===== src/rtl/store_pkg.sv =====
// Shared size codes and the FIFO entry layout for the store buffer.
// Entry fields are sized for the widest supported bus and address.
package store_pkg;

    localparam logic [1:0] SZ_FULL = 2'b00;
    localparam logic [1:0] SZ_HALF = 2'b01;
    localparam logic [1:0] SZ_BYTE = 2'b10;
    localparam logic [1:0] SZ_WORD = 2'b11;

    localparam int unsigned SB_MAX_ADDR_W = 64;
    localparam int unsigned SB_MAX_DATA_W = 64;
    localparam int unsigned SB_MAX_BYTES  = SB_MAX_DATA_W / 8;

    typedef struct packed {
        logic [SB_MAX_ADDR_W-1:0] addr;
        logic [SB_MAX_BYTES-1:0]  be;
        logic [SB_MAX_DATA_W-1:0] wdata;
    } sb_entry_t;

endpackage


===== src/rtl/store_align.sv =====
// Converts a store request into a byte-enable mask and lane-aligned data,
// flagging offsets that are illegal for the requested size.
module store_align
    import store_pkg::*;
#(
    parameter int unsigned DATA_W = 32
) (
    input  logic [1:0]                    in_size,
    input  logic [$clog2(DATA_W/8)-1:0]   in_addr,
    input  logic [DATA_W-1:0]             in_data,
    output logic [DATA_W/8-1:0]           be,
    output logic [DATA_W-1:0]             wdata,
    output logic                          err
);

    localparam int unsigned BYTES = DATA_W / 8;

    always_comb begin
        be  = '0;
        err = 1'b0;
        case (in_size)
            SZ_FULL: begin
                if (in_addr != '0) err = 1'b1;
                else               be  = '1;
            end
            SZ_HALF: begin
                if (in_addr[0]) err = 1'b1;
                else            be  = BYTES'(2'b11) << in_addr;
            end
            SZ_WORD: begin
                // word size only exists on the 64-bit bus
                if (DATA_W != 64 || in_addr[1:0] != 2'b00) err = 1'b1;
                else                                      be  = BYTES'(4'hF) << in_addr;
            end
            default: be = BYTES'(1) << in_addr;
        endcase
        wdata = in_data << {in_addr, 3'b000};
    end

endmodule


===== src/rtl/store_buffer.sv =====
// MEM-stage store buffer: aligns requests, queues them in a DEPTH-entry FIFO,
// drains to memory over valid/ready and reports load-address hits.
module store_buffer
    import store_pkg::*;
#(
    parameter int unsigned DATA_W = 32,
    parameter int unsigned ADDR_W = 32,
    parameter int unsigned DEPTH  = 4
) (
    input  logic                       clk,
    input  logic                       reset,
    input  logic                       in_valid,
    output logic                       in_ready,
    input  logic [1:0]                 in_size,
    input  logic [ADDR_W-1:0]          in_addr,
    input  logic [DATA_W-1:0]          in_data,
    output logic                       misalign,
    output logic [ADDR_W-1:0]          err_addr,
    output logic                       mem_valid,
    input  logic                       mem_ready,
    output logic [ADDR_W-1:0]          mem_addr,
    output logic [DATA_W/8-1:0]        mem_be,
    output logic [DATA_W-1:0]          mem_wdata,
    input  logic [ADDR_W-1:0]          ld_addr,
    output logic                       ld_hit,
    output logic [$clog2(DEPTH):0]     count
);

    localparam int unsigned BYTES = DATA_W / 8;
    localparam int unsigned OFF_W = $clog2(BYTES);
    localparam int unsigned PTR_W = $clog2(DEPTH);
    localparam int unsigned CNT_W = PTR_W + 1;
    localparam logic [CNT_W-1:0]  FULL_CNT   = CNT_W'(DEPTH);
    localparam logic [ADDR_W-1:0] ALIGN_MASK = ~ADDR_W'(BYTES - 1);

    sb_entry_t         entries [DEPTH];
    sb_entry_t         new_entry;
    sb_entry_t         head;
    logic [PTR_W-1:0]  wr_ptr;
    logic [PTR_W-1:0]  rd_ptr;
    logic [CNT_W-1:0]  count_q;
    logic [BYTES-1:0]  al_be;
    logic [DATA_W-1:0] al_wdata;
    logic              al_err;
    logic              accept;
    logic              do_push;
    logic              do_drop;
    logic              do_pop;
    logic              head_unused;

    store_align #(
        .DATA_W (DATA_W)
    ) u_align (
        .in_size (in_size),
        .in_addr (in_addr[OFF_W-1:0]),
        .in_data (in_data),
        .be      (al_be),
        .wdata   (al_wdata),
        .err     (al_err)
    );

    assign in_ready  = (count_q != FULL_CNT);
    assign mem_valid = (count_q != '0);
    assign count     = count_q;

    assign accept  = in_valid && in_ready;
    assign do_push = accept && !al_err;
    assign do_drop = accept && al_err;
    assign do_pop  = mem_valid && mem_ready;

    always_comb begin
        new_entry       = '0;
        new_entry.addr  = SB_MAX_ADDR_W'(in_addr & ALIGN_MASK);
        new_entry.be    = SB_MAX_BYTES'(al_be);
        new_entry.wdata = SB_MAX_DATA_W'(al_wdata);
    end

    assign head      = entries[rd_ptr];
    assign mem_addr  = head.addr[ADDR_W-1:0];
    assign mem_be    = head.be[BYTES-1:0];
    assign mem_wdata = head.wdata[DATA_W-1:0];
    // Upper entry bits beyond this instance's widths are always zero.
    assign head_unused = ^(head.addr >> ADDR_W) ^ ^(head.be >> BYTES) ^ ^(head.wdata >> DATA_W);

    always_ff @(posedge clk) begin
        if (reset) begin
            for (int unsigned i = 0; i < DEPTH; i++) begin
                entries[i] <= '0;
            end
            wr_ptr   <= '0;
            rd_ptr   <= '0;
            count_q  <= '0;
            misalign <= 1'b0;
            err_addr <= '0;
        end else begin
            if (do_push) begin
                entries[wr_ptr] <= new_entry;
                wr_ptr          <= wr_ptr + 1'b1;
            end
            if (do_pop) begin
                rd_ptr <= rd_ptr + 1'b1;
            end
            case ({do_push, do_pop})
                2'b10:   count_q <= count_q + 1'b1;
                2'b01:   count_q <= count_q - 1'b1;
                default: count_q <= count_q;
            endcase
            misalign <= do_drop;
            if (do_drop) begin
                err_addr <= in_addr;
            end
        end
    end

    // An entry is occupied when its distance from the read pointer is below count.
    always_comb begin
        logic [PTR_W-1:0]         rel;
        logic [SB_MAX_ADDR_W-1:0] ld_tag;
        rel    = '0;
        ld_tag = SB_MAX_ADDR_W'(ld_addr & ALIGN_MASK);
        ld_hit = 1'b0;
        for (int unsigned i = 0; i < DEPTH; i++) begin
            rel = PTR_W'(i) - rd_ptr;
            if (({1'b0, rel} < count_q) && (entries[i].addr == ld_tag)) begin
                ld_hit = 1'b1;
            end
        end
    end

endmodule


===== config.mk =====
export PLATFORM = sky130hd
export DESIGN_NAME = store_buffer
export DESIGN_NICKNAME = d
export VERILOG_FILES = /design/src/rtl/store_pkg.sv /design/src/rtl/store_align.sv /design/src/rtl/store_buffer.sv
export SDC_FILE = /design/constraint.sdc
export NUM_CORES = 1
export LEC_CHECK = 0
export BUFFER_PORTS_ARGS = -buffer_cell sky130_fd_sc_hd__buf_2
export CAP_MARGIN = 20
export CORE_AREA = 8 8 174 176
export CTS_CLUSTER_DIAMETER = 60
export CTS_CLUSTER_SIZE = 28
export DETAILED_ROUTE_END_ITERATION = 8
export DIE_AREA = 0 0 182 184
export PLACE_DENSITY_LB_ADDON = 0.15
export SYNTH_ARGS = -nofsm -noshare
export SYNTH_HDL_FRONTEND = slang
export SYNTH_SLANG_ARGS = --single-unit

===== constraint.sdc =====
create_clock -name clk -period 8.43 [get_ports clk]
set_input_delay 1.2645 -clock clk [delete_from_list [all_inputs] [get_ports clk]]
set_output_delay 1.2645 -clock clk [all_outputs]
set_load 0.03 [all_outputs]

==> metrics.txt <==
last weighted congestion value of the routability-driven placer 0.850; most used cells in the layout excluding fill and tap cells 264 x sky130_fd_sc_hd__edfxtp_1, 204 x sky130_fd_sc_hd__buf_2, 195 x sky130_fd_sc_hd__nor2_1; WL met3 3320 um; max-cap violation count 0; vias in the first global route between 9000 and 10000; clock transition at the registers of the reported paths 0.08 ns; slew margin rel. 0.253; die width 182 um; number of standard cells in the layout, taps in and fillers out approximately 1700; Final Hold Fails 0; type of origin of the critical path input port; clk root buf sky130_fd_sc_hd__clkbuf_16; CTS tree yes; vertical die dimension between 150 and 200 um; synthesized area roughly 0.015 sq mm; worst endpoint data arrival time around 3.2 ns; Ys Warns 0; commonest non-fill, non-tap cell in the layout sky130_fd_sc_hd__edfxtp_1; first-pass detailed-route iteration total 5; post-route minimum period 4.42 ns; number of synthesized register bits between 300 and 400; CTS buffer count 25; clock insertion delay at the later pin of the skew report between 0.5 and 0.6 ns; CTS Buffer Depth 3; number of nets in the layout 1400; fraction of the core area covered by cells at the end of the flow 0.619; IO buf count 204; Leakage Power approximately 6.8 nW; total setup violations reported at the end of the flow 0; All-Layer GR Usage 0.226; wire length after detailed routing 38400 um; Floorplan Core Area 0.0275 sq mm; internal portion of total power ~2.8 mW; routed length on met2 approximately 18000 um; clock sinks ~310; DRC marker count from the first detailed-route iteration roughly 850; setup repair after global routing missed its margin false; met1 wire length ~16000 um; top layer reached by signal wires met5; setup fix buffers added after clock tree synthesis 0; switching fraction of total power 0.341; total negative setup slack 0 ns; synthesized netlist cell count around 1100; # hold bufs at CTS 0; worst clock skew approximately 0.017 ns; sequential fraction of the synthesis area 0.589; primary flip-flop cell chosen by synthesis mapping sky130_fd_sc_hd__edfxtp_1; antenna violations before repair 3; combinational power share 0.266; Post-synth EDFFs 264; num rows 61; HPWL after DPL between 20000 and 30000 um; share of total power in sequential cells 0.444; critical path required time between 7 and 8 ns; worst hold-check path type flop to flop; post-detailed-route count of antenna-violating nets 0; DRC errors left 0; first-pass GRT wire length roughly 57000 um; clock power share 0.290; critical path endpoint category primary output; async set-or-reset flop fraction in the synthesized netlist 0; vias per inst roughly 5.7; highest fanout seen on the critical path 4; Peak Freq around 0.23 GHz; Mean Syn Cell Area 13.2 sq um; global route overflow 0; Area growth, synth to finish 14.1%; Fillers 2190; worst supply voltage drop on vdd approximately 160 uV; Slew Limit Fails 0; IO Count ~210; largest net degree at the start of global routing 71; post-synth cell types between 50 and 60; die area about 0.033 sq mm; maximum level of the CTS H-tree 1; Pwr per Cell Area approximately 250 mW/mm^2; wire length per cell after detailed routing 23.1 um; initial standard-cell utilization of the core 0.542; transition time at the pin with the least slew margin approximately 1.1 ns; run status completed; CP Class input port to primary output; post-CTS resize count 0; share of final-layout standard cells stronger than drive strength 1 0.310; fraction of the cycle the final worst path needs 0.524; Inst Count DP ~1600; net switching power approximately 1.4 mW; via total after detailed routing about 9400
-- state kept, by name, indices dropped and copies added (netlist names), named ones only --
register,cells
count,3
entries,264
err_addr,32
misalign,1
rd_ptr,2
wr_ptr,2
-- metrics by stage --
stage	setup WS [ns]	power [mW]	hold slack, ns	cell area [sq um]
after floorplan	1.38	2.68	0.534	14900
after global placement	4.07	3.02	0.468	16100
after detailed placement	4.07	3.02	0.477	16100
after CTS	4.07	4.22	0.497	17000
after global routing	3.96	4.35	0.526	17000
final	4.01	4.19	0.494	17000
-- cell families (layout without fill, tap and decap cells) --
| kind of cell | after synthesis | in the layout | share of synthesized area |
|---|---|---|---|
| xor gates and xnor gates | 129 | 129 | 0.0759 |
| buffers and inverters | 148 | 331 | 0.0458 |
| other | 1 | 5 | 0.000252 |
| muxes | 122 | 122 | 0.138 |
| DFF | 306 | 306 | 0.589 |
| adders and majority gates | 6 | 6 | 0.00555 |
| AOI/OAI and AO/OA | 36 | 36 | 0.0159 |
| and+or+nand+nor | 378 | 378 | 0.130 |
-- cells in the mapped netlist (all sizes together), types with 6 or more instances --
master / count / area share
nor4: 10 / 0.0042
and3: 30 / 0.013
xnor2: 87 / 0.051
mux2i: 48 / 0.032
nand2b: 10 / 0.0042
or3: 10 / 0.0047
nand4: 25 / 0.011
a22oi: 8 / 0.0040
and2: 35 / 0.015
edfxtp: 264 / 0.53
nand3: 6 / 0.0024
or2: 11 / 0.0046
a21oi: 14 / 0.0047
dfxtp: 42 / 0.056
nor2: 196 / 0.049
buf: 30 / 0.016
clkbuf: 50 / 0.013
xor2: 42 / 0.025
mux2: 8 / 0.0061
inv: 68 / 0.017
nand2: 37 / 0.018
mux4: 66 / 0.10
-- worst max-delay path: stages --
cell,delay (ns)
sky130_fd_sc_hd__buf_2,0.14
sky130_fd_sc_hd__xor2_1,0.20
sky130_fd_sc_hd__nor4_1,0.44
sky130_fd_sc_hd__nand4_1,0.20
sky130_fd_sc_hd__or4_1,0.53
sky130_fd_sc_hd__nand4_1,0.15
sky130_fd_sc_hd__buf_2,0.22
-- power by group through the flow --
stage / clock network [mW] / registers (mW) / logic (mW)
floorplan: 0 / 1.87 / 0.813
global placement: 0 / 1.90 / 1.12
detailed placement: 0 / 1.90 / 1.12
CTS: 1.23 / 1.87 / 1.13
global route: 1.28 / 1.88 / 1.19
finish: 1.21 / 1.86 / 1.12
-- per-layer routing --
metal  GRT usage  vias to the layer above
li1            -                     4332
met5           0                        -
met3      0.0455                       47
met4      0.0482                        4
met2       0.359                      386
met1       0.320                     4678
-- cell type report --
class,instances,area (sq um),area share
Antenna cell,3,7.51,0.000442
Clock buffer,25,626,0.0368
Clock inverter,20,241,0.0142
Inverter,68,255,0.0150
Multi-Input combinational cell,673,5510,0.324
Sequential cell,306,8770,0.516
Tap cell,346,433,0.0255
Timing Repair Buffer,218,1150,0.0674
-- worst paths after layout --
kind | start | to | slack (ns) | depth (start not counted)
hold reg to reg | err_addr[3] | err_addr[3] | 0.49 | 2
setup / recovery | ld_addr[5] | ld_hit | 4.01 | 7
setup reg to reg | count[2] | count[2] | 5.54 | 9
hold / removal | err_addr[3] | err_addr[3] | 0.49 | 2
Note: power is estimated with default switching activity, not from simulation.
